`src/rtl/instr_decode_stage.sv`:
```
// RV32I single-entry decode stage feeding the register bank; optional illegal detect via DECODE_ILLEGAL_EN.
// Latency 1 cycle in->out_valid; in_ready = RUN && (!held || out_ready), entry held while out_ready=0 or bank not ready.
// Backpressure: stalls (in_ready=0, out_valid=0) while rb_ready=0; held entry survives and is re-presented.
module instr_decode_stage #(
  parameter int BANK_WIDTH     = 5,
  parameter int REGISTER_WIDTH = 32,
  parameter int ADDR_WIDTH     = 32
) (
  input  logic                      clk,
  input  logic                      rst,
  input  logic                      in_valid,
  output logic                      in_ready,
  input  logic [31:0]               instr,
  input  logic [ADDR_WIDTH-1:0]     pc,
  input  logic                      flush,
  input  logic                      rb_ready,
  output logic [BANK_WIDTH-1:0]     rs1_sel,
  output logic [BANK_WIDTH-1:0]     rs2_sel,
  output logic [BANK_WIDTH-1:0]     rd_sel,
  output logic                      reg_w,
  output logic [REGISTER_WIDTH-1:0] imm,
  output logic [3:0]                iclass,
  output logic [2:0]                funct3,
  output logic                      funct7_b5,
  output logic [ADDR_WIDTH-1:0]     pc_out,
  output logic                      out_valid,
  input  logic                      out_ready,
  output logic                      illegal
);

  localparam logic [3:0] C_NOP      = 4'd0;
  localparam logic [3:0] C_LUI      = 4'd1;
  localparam logic [3:0] C_AUIPC    = 4'd2;
  localparam logic [3:0] C_JAL      = 4'd3;
  localparam logic [3:0] C_JALR     = 4'd4;
  localparam logic [3:0] C_BRANCH   = 4'd5;
  localparam logic [3:0] C_LOAD     = 4'd6;
  localparam logic [3:0] C_STORE    = 4'd7;
  localparam logic [3:0] C_OP_IMM   = 4'd8;
  localparam logic [3:0] C_OP       = 4'd9;
  localparam logic [3:0] C_MISC_MEM = 4'd10;
  localparam logic [3:0] C_SYSTEM   = 4'd11;

  typedef enum logic {
    WAIT_RB = 1'b0,
    RUN     = 1'b1
  } state_t;

  state_t                  r_state;
  state_t                  w_state_nxt;
  logic                    r_held_valid;
  logic [31:0]             r_instr;
  logic [ADDR_WIDTH-1:0]   r_pc;
  logic                    w_accept;
  logic                    w_consume;

  always_comb begin
    w_state_nxt = r_state;
    in_ready    = 1'b0;
    out_valid   = 1'b0;
    case (r_state)
      WAIT_RB: begin
        if (rb_ready) w_state_nxt = RUN;
      end
      RUN: begin
        // Consuming and refilling in the same cycle avoids a bubble.
        in_ready  = !r_held_valid || out_ready;
        out_valid = r_held_valid;
        if (!rb_ready) w_state_nxt = WAIT_RB;
      end
      default: w_state_nxt = WAIT_RB;
    endcase
  end

  assign w_accept  = in_valid && in_ready && !flush;
  assign w_consume = out_valid && out_ready;

  always_ff @(posedge clk or posedge rst) begin
    if (rst) r_state <= WAIT_RB;
    else     r_state <= w_state_nxt;
  end

  always_ff @(posedge clk or posedge rst) begin
    if (rst) begin
      r_held_valid <= 1'b0;
      r_instr      <= '0;
      r_pc         <= '0;
    end else begin
      if (flush)          r_held_valid <= 1'b0;
      else if (w_accept)  r_held_valid <= 1'b1;
      else if (w_consume) r_held_valid <= 1'b0;
      if (w_accept) begin
        r_instr <= instr;
        r_pc    <= pc;
      end
    end
  end

  logic [6:0]  w_opc;
  logic [4:0]  w_rd_f, w_rs1_f, w_rs2_f;
  logic [31:0] w_imm_i, w_imm_s, w_imm_b, w_imm_u, w_imm_j;
  logic [31:0] w_imm32;
  logic [3:0]  w_class;
  logic        w_wr_cls;
  logic        w_block;

  assign w_opc   = r_instr[6:0];
  assign w_rd_f  = r_instr[11:7];
  assign w_rs1_f = r_instr[19:15];
  assign w_rs2_f = r_instr[24:20];

  assign w_imm_i = {{20{r_instr[31]}}, r_instr[31:20]};
  assign w_imm_s = {{20{r_instr[31]}}, r_instr[31:25], r_instr[11:7]};
  assign w_imm_b = {{19{r_instr[31]}}, r_instr[31], r_instr[7], r_instr[30:25], r_instr[11:8], 1'b0};
  assign w_imm_u = {r_instr[31:12], 12'h000};
  assign w_imm_j = {{11{r_instr[31]}}, r_instr[31], r_instr[19:12], r_instr[20], r_instr[30:21], 1'b0};

  always_comb begin
    w_class  = C_NOP;
    w_imm32  = '0;
    w_wr_cls = 1'b0;
    if (w_opc[1:0] == 2'b11) begin
      case (w_opc[6:2])
        5'b01101: begin w_class = C_LUI;      w_imm32 = w_imm_u; w_wr_cls = 1'b1; end
        5'b00101: begin w_class = C_AUIPC;    w_imm32 = w_imm_u; w_wr_cls = 1'b1; end
        5'b11011: begin w_class = C_JAL;      w_imm32 = w_imm_j; w_wr_cls = 1'b1; end
        5'b11001: begin w_class = C_JALR;     w_imm32 = w_imm_i; w_wr_cls = 1'b1; end
        5'b11000: begin w_class = C_BRANCH;   w_imm32 = w_imm_b; end
        5'b00000: begin w_class = C_LOAD;     w_imm32 = w_imm_i; w_wr_cls = 1'b1; end
        5'b01000: begin w_class = C_STORE;    w_imm32 = w_imm_s; end
        5'b00100: begin w_class = C_OP_IMM;   w_imm32 = w_imm_i; w_wr_cls = 1'b1; end
        5'b01100: begin w_class = C_OP;       w_wr_cls = 1'b1; end
        5'b00011: begin w_class = C_MISC_MEM; end
        5'b11100: begin w_class = C_SYSTEM;   end
        default:  begin w_class = C_NOP;      end
      endcase
    end
  end

`ifdef DECODE_ILLEGAL_EN
  logic w_use_rs1, w_use_rs2, w_bad_reg;
  assign w_use_rs1 = (w_class == C_JALR) || (w_class == C_BRANCH) || (w_class == C_LOAD) ||
                     (w_class == C_STORE) || (w_class == C_OP_IMM) || (w_class == C_OP);
  assign w_use_rs2 = (w_class == C_BRANCH) || (w_class == C_STORE) || (w_class == C_OP);
  // Only fields the class actually reads as registers can name an out-of-range register.
  assign w_bad_reg = (w_wr_cls  && ((w_rd_f  >> BANK_WIDTH) != 5'd0)) ||
                     (w_use_rs1 && ((w_rs1_f >> BANK_WIDTH) != 5'd0)) ||
                     (w_use_rs2 && ((w_rs2_f >> BANK_WIDTH) != 5'd0));
  assign w_block   = w_bad_reg;
  assign illegal   = out_valid && ((w_class == C_NOP) || w_bad_reg);
`else
  assign w_block   = 1'b0;
  assign illegal   = 1'b0;
`endif

  assign rs1_sel   = BANK_WIDTH'(w_rs1_f);
  assign rs2_sel   = BANK_WIDTH'(w_rs2_f);
  assign rd_sel    = BANK_WIDTH'(w_rd_f);
  assign iclass    = w_class;
  assign imm       = REGISTER_WIDTH'($signed(w_imm32));
  assign funct3    = r_instr[14:12];
  assign funct7_b5 = r_instr[30];
  assign pc_out    = r_pc;
  assign reg_w     = out_valid && w_wr_cls && (rd_sel != '0) && !w_block;

endmodule

```
`config.mk`:
```
export PLATFORM = sky130hd
export DESIGN_NAME = instr_decode_stage
export DESIGN_NICKNAME = d
export VERILOG_FILES = /design/src/rtl/instr_decode_stage.sv
export SDC_FILE = /design/constraint.sdc
export NUM_CORES = 1
export LEC_CHECK = 0
export CAP_MARGIN = 5
export CORE_AREA = 5 5 86 88
export CTS_CLUSTER_SIZE = 16
export DETAILED_ROUTE_END_ITERATION = 7
export DIE_AREA = 0 0 91 93
export DONT_BUFFER_PORTS = 1
export PLACE_DENSITY = 0.72
export SKIP_LAST_GASP = 1
export SLEW_MARGIN = 10
export SYNTH_ARGS = -nofsm -noshare
export SYNTH_HDL_FRONTEND = slang
export SYNTH_SLANG_ARGS = --single-unit
```
`constraint.sdc`:
```
create_clock -name clk -period 5.05 [get_ports clk]
set_input_delay 0.2525 -clock clk [delete_from_list [all_inputs] [get_ports clk]]
set_output_delay 0.2525 -clock clk [all_outputs]
set_load 0.01 [all_outputs]
```
==> metrics.md <==
| Metric | Value |
|---|---|
| Measured slew at the worst slew-check pin | `1.00 ns` |
| GRT overflow | `0` |
| Most frequent cells after synthesis | `dfrtp_1, mux2_2, a211oi_1` |
| Critical Path RT | `around 4.8 ns` |
| Post-synth EDFFs | `0` |
| CTS tree | `done` |
| Std cell rows | `30` |
| Clock slew at reported path FFs | `0.08 ns` |
| Mapped cell area | `around 3500 µm²` |
| Setup_tns | `0 ns` |
| Total wire length | `7680 µm` |
| Final count of hold timing violations | `0` |
| Top-count cell post-synth | `dfrtp_1` |
| PwrDens | `434 nW/µm²` |
| Peak supply drop | `227 µV` |
| DIE HEIGHT | `93 µm` |
| Core area | `6570 µm²` |
| Post-synthesis cell type count | `between 40 and 50` |
| DR vias/cell | `6.17` |
| CTS buffer count | `9` |
| Max Cap Viol | `0` |
| Fmax | `356 MHz` |
| Place WS | `2.64 ns` |
| Hold Path Class | `input port to asynchronous set/reset pin` |
| Port Buffer Count | `0` |
| DRT antenna net count | `0` |
| N_diodes | `0` |
| Gr usage total | `0.185` |
| Layout Utilization | `0.533` |
| Slew HR | `0.329` |
| Avg Inst Size Synth | `11.9 µm²` |
| Syn Inst Count | `291` |
| Starting Density | `0.526` |
| # clock sinks | `between 60 and 70` |
| Largest net degree at the start of global routing | `67` |
| FILL cells | `around 570` |
| Sequential share of the synthesized area | `0.478` |
| Root Buffer | `clkbuf_8` |
| CP Data Arrival Time | `2.55 ns` |
| Placed cell count | `333` |
| RSZ-0062 raised after global routing | `false` |
| Status | `finished clean` |
| CP startpoint kind | `flip-flop` |
| Final setup margin | `2.24 ns` |
| Most area-consuming cells after synthesis | `dfrtp_1, mux2_2, a211oi_1` |
| Initial antenna violation count | `0` |
| H-tree depth | `3` |
| First-pass GRT wire length | `12400 µm` |
| Die width | `91 µm` |
| # DRC | `0` |
| Leak | `1.31 nW` |
| WL/cell | `21.9 µm` |
| Fin crit period | `2.81 ns` |
| Vias in the first global route | `2226` |
| Area Growth Syn to Fin | `1.41%` |
| Max Slew Vio Count | `0` |
| GPL Wtd Cong | `0.771` |
| Boundary Pins | `161` |
| Worst Skew | `between 0.006 and 0.007 ns` |
| Max clock buf depth | `2` |
| Ys flop type | `dfrtp_1` |
| Share of cells above drive strength 1 | `0.314` |
| Crit Path Max Fanout | `25` |
| Reg area | `1650 µm²` |
| Largest area contributor in the netlist | `dfrtp_1` |
| DR pass1 iterations | `6` |
| Fin crit share | `0.556` |
| Area of the multi-input gates | `1500 µm²` |
| Die footprint | `around 8500 µm²` |
| Top cell type's share of synthesized area | `0.478` |
| Vias | `2164` |
| Synth Net Count | `361` |
| DP Wirelength | `5540 µm` |
| Final Non-Filler Cells | `approximately 350` |
| First DRT Iteration DRCs | `100` |
| Fin nets | `336` |
| Finish-stage setup viols | `0` |
| Post-synthesis async set-or-reset flop share | `1.00` |
| Hold slack | `approximately 0.031 ns` |
| Post-synthesis register bit count | `66` |
| Critical path class | `flip-flop to output port` |
| Worst-Skew Late Latency | `around 0.33 ns` |
| Yosys Warn Count | `0` |
| Critical path capture point type | `output port` |
worst max-delay path, stage by stage (launching register included):
cell      delay (ns)
dfrtp_1         0.63
and4bb_2        0.48
a211oi_4        0.86
a211oi_1        0.25
power breakdown:
group          total [W]  internal, W  switching [W]
Sequential      0.000803     0.000634       0.000169
Clock           0.000445     0.000242       0.000203
Combinational   0.000272     0.000131       0.000141
Total            0.00152      0.00101       0.000513
area by class of cell:
cell class	count	share of cell area
clock buffer	10	0.0393
clock inverter	6	0.0186
inverter	1	0.00107
multi-input combinational	183	0.429
sequential	66	0.471
tap	80	0.0286
timing repair buffer	5	0.0121
registers in the layout, summed over array words and instances (netlist names):
signal / flops
r_instr: 32
pc_out: 32
r_state: 1
r_held_valid: 1
cell usage in the layout (no fill, tap or decap), types with 2 or more instances in the layout:
cell / Yosys / routed
nand3_1: 4 / 4
clkbuf_8: 0 / 10
clkinv_2: 0 / 2
a211oi_1: 25 / 25
o211ai_1: 8 / 8
o21ai_0: 7 / 7
nor2_1: 6 / 6
nor2b_1: 4 / 4
nand2b_1: 4 / 4
nor4_1: 2 / 2
dlygate4sd3_1: 0 / 2
dfrtp_1: 66 / 66
mux2_2: 59 / 59
a21oi_1: 5 / 5
mux2_1: 5 / 5
and4b_1: 2 / 2
buf_4: 19 / 3
nor3b_1: 8 / 8
nand2_1: 22 / 21
path summary, 6_finish.rpt:
check	start	to	slack (ns)	cells past startpoint
hold reg to reg	r_instr[26]$_DFFE_PP0P_	r_instr[26]$_DFFE_PP0P_	0.53	1
min in group clk	instr[16]	r_instr[16]$_DFFE_PP0P_	0.05	1
setup / recovery	r_instr[2]$_DFFE_PP0P_	imm[0]	2.24	3
setup reg to reg	r_held_valid$_DFFE_PP0P_	r_instr[3]$_DFFE_PP0P_	3.40	4
hold / removal	rst	pc_out[9]$_DFFE_PP0P_	0.03	2
max in group asynchronous	rst	r_instr[23]$_DFFE_PP0P_	4.48	2
per-stage QoR:
stage	total power, W	instance area (µm²)
2_1_floorplan	0.00107	3450
3_3_place_gp	0.00107	3280
3_5_place_dp	0.00109	3280
4_1_cts	0.00154	3500
5_1_grt	0.00162	3500
6_report	0.00152	3500
layer usage:
layer	share of wire	global-route usage	vias up
met1	0.40	0.234	1061
met4	0.011	0.0550	0
met2	0.47	0.272	112
met3	0.12	0.101	8
li1	-	-	983
met5	0	0	-
kinds of logic (layout without fill, tap and decap cells):
kind of cell	Yosys count	after routing	share of synthesized area
AND/OR/NAND/NOR	65	65	0.113
other	1	1	0.00109
flip-flops	66	66	0.478
buffers and inverters	42	22	0.0876
AO/OA/AOI/OAI	52	52	0.108
multiplexers	65	65	0.212
what timing repair did:
action	in CTS	in global routing
setup buffers	0	0
endpoints found under the hold margin	2	0
gates resized for setup	0	0
hold buffers	2	0
(Power assumes the default switching activity.)
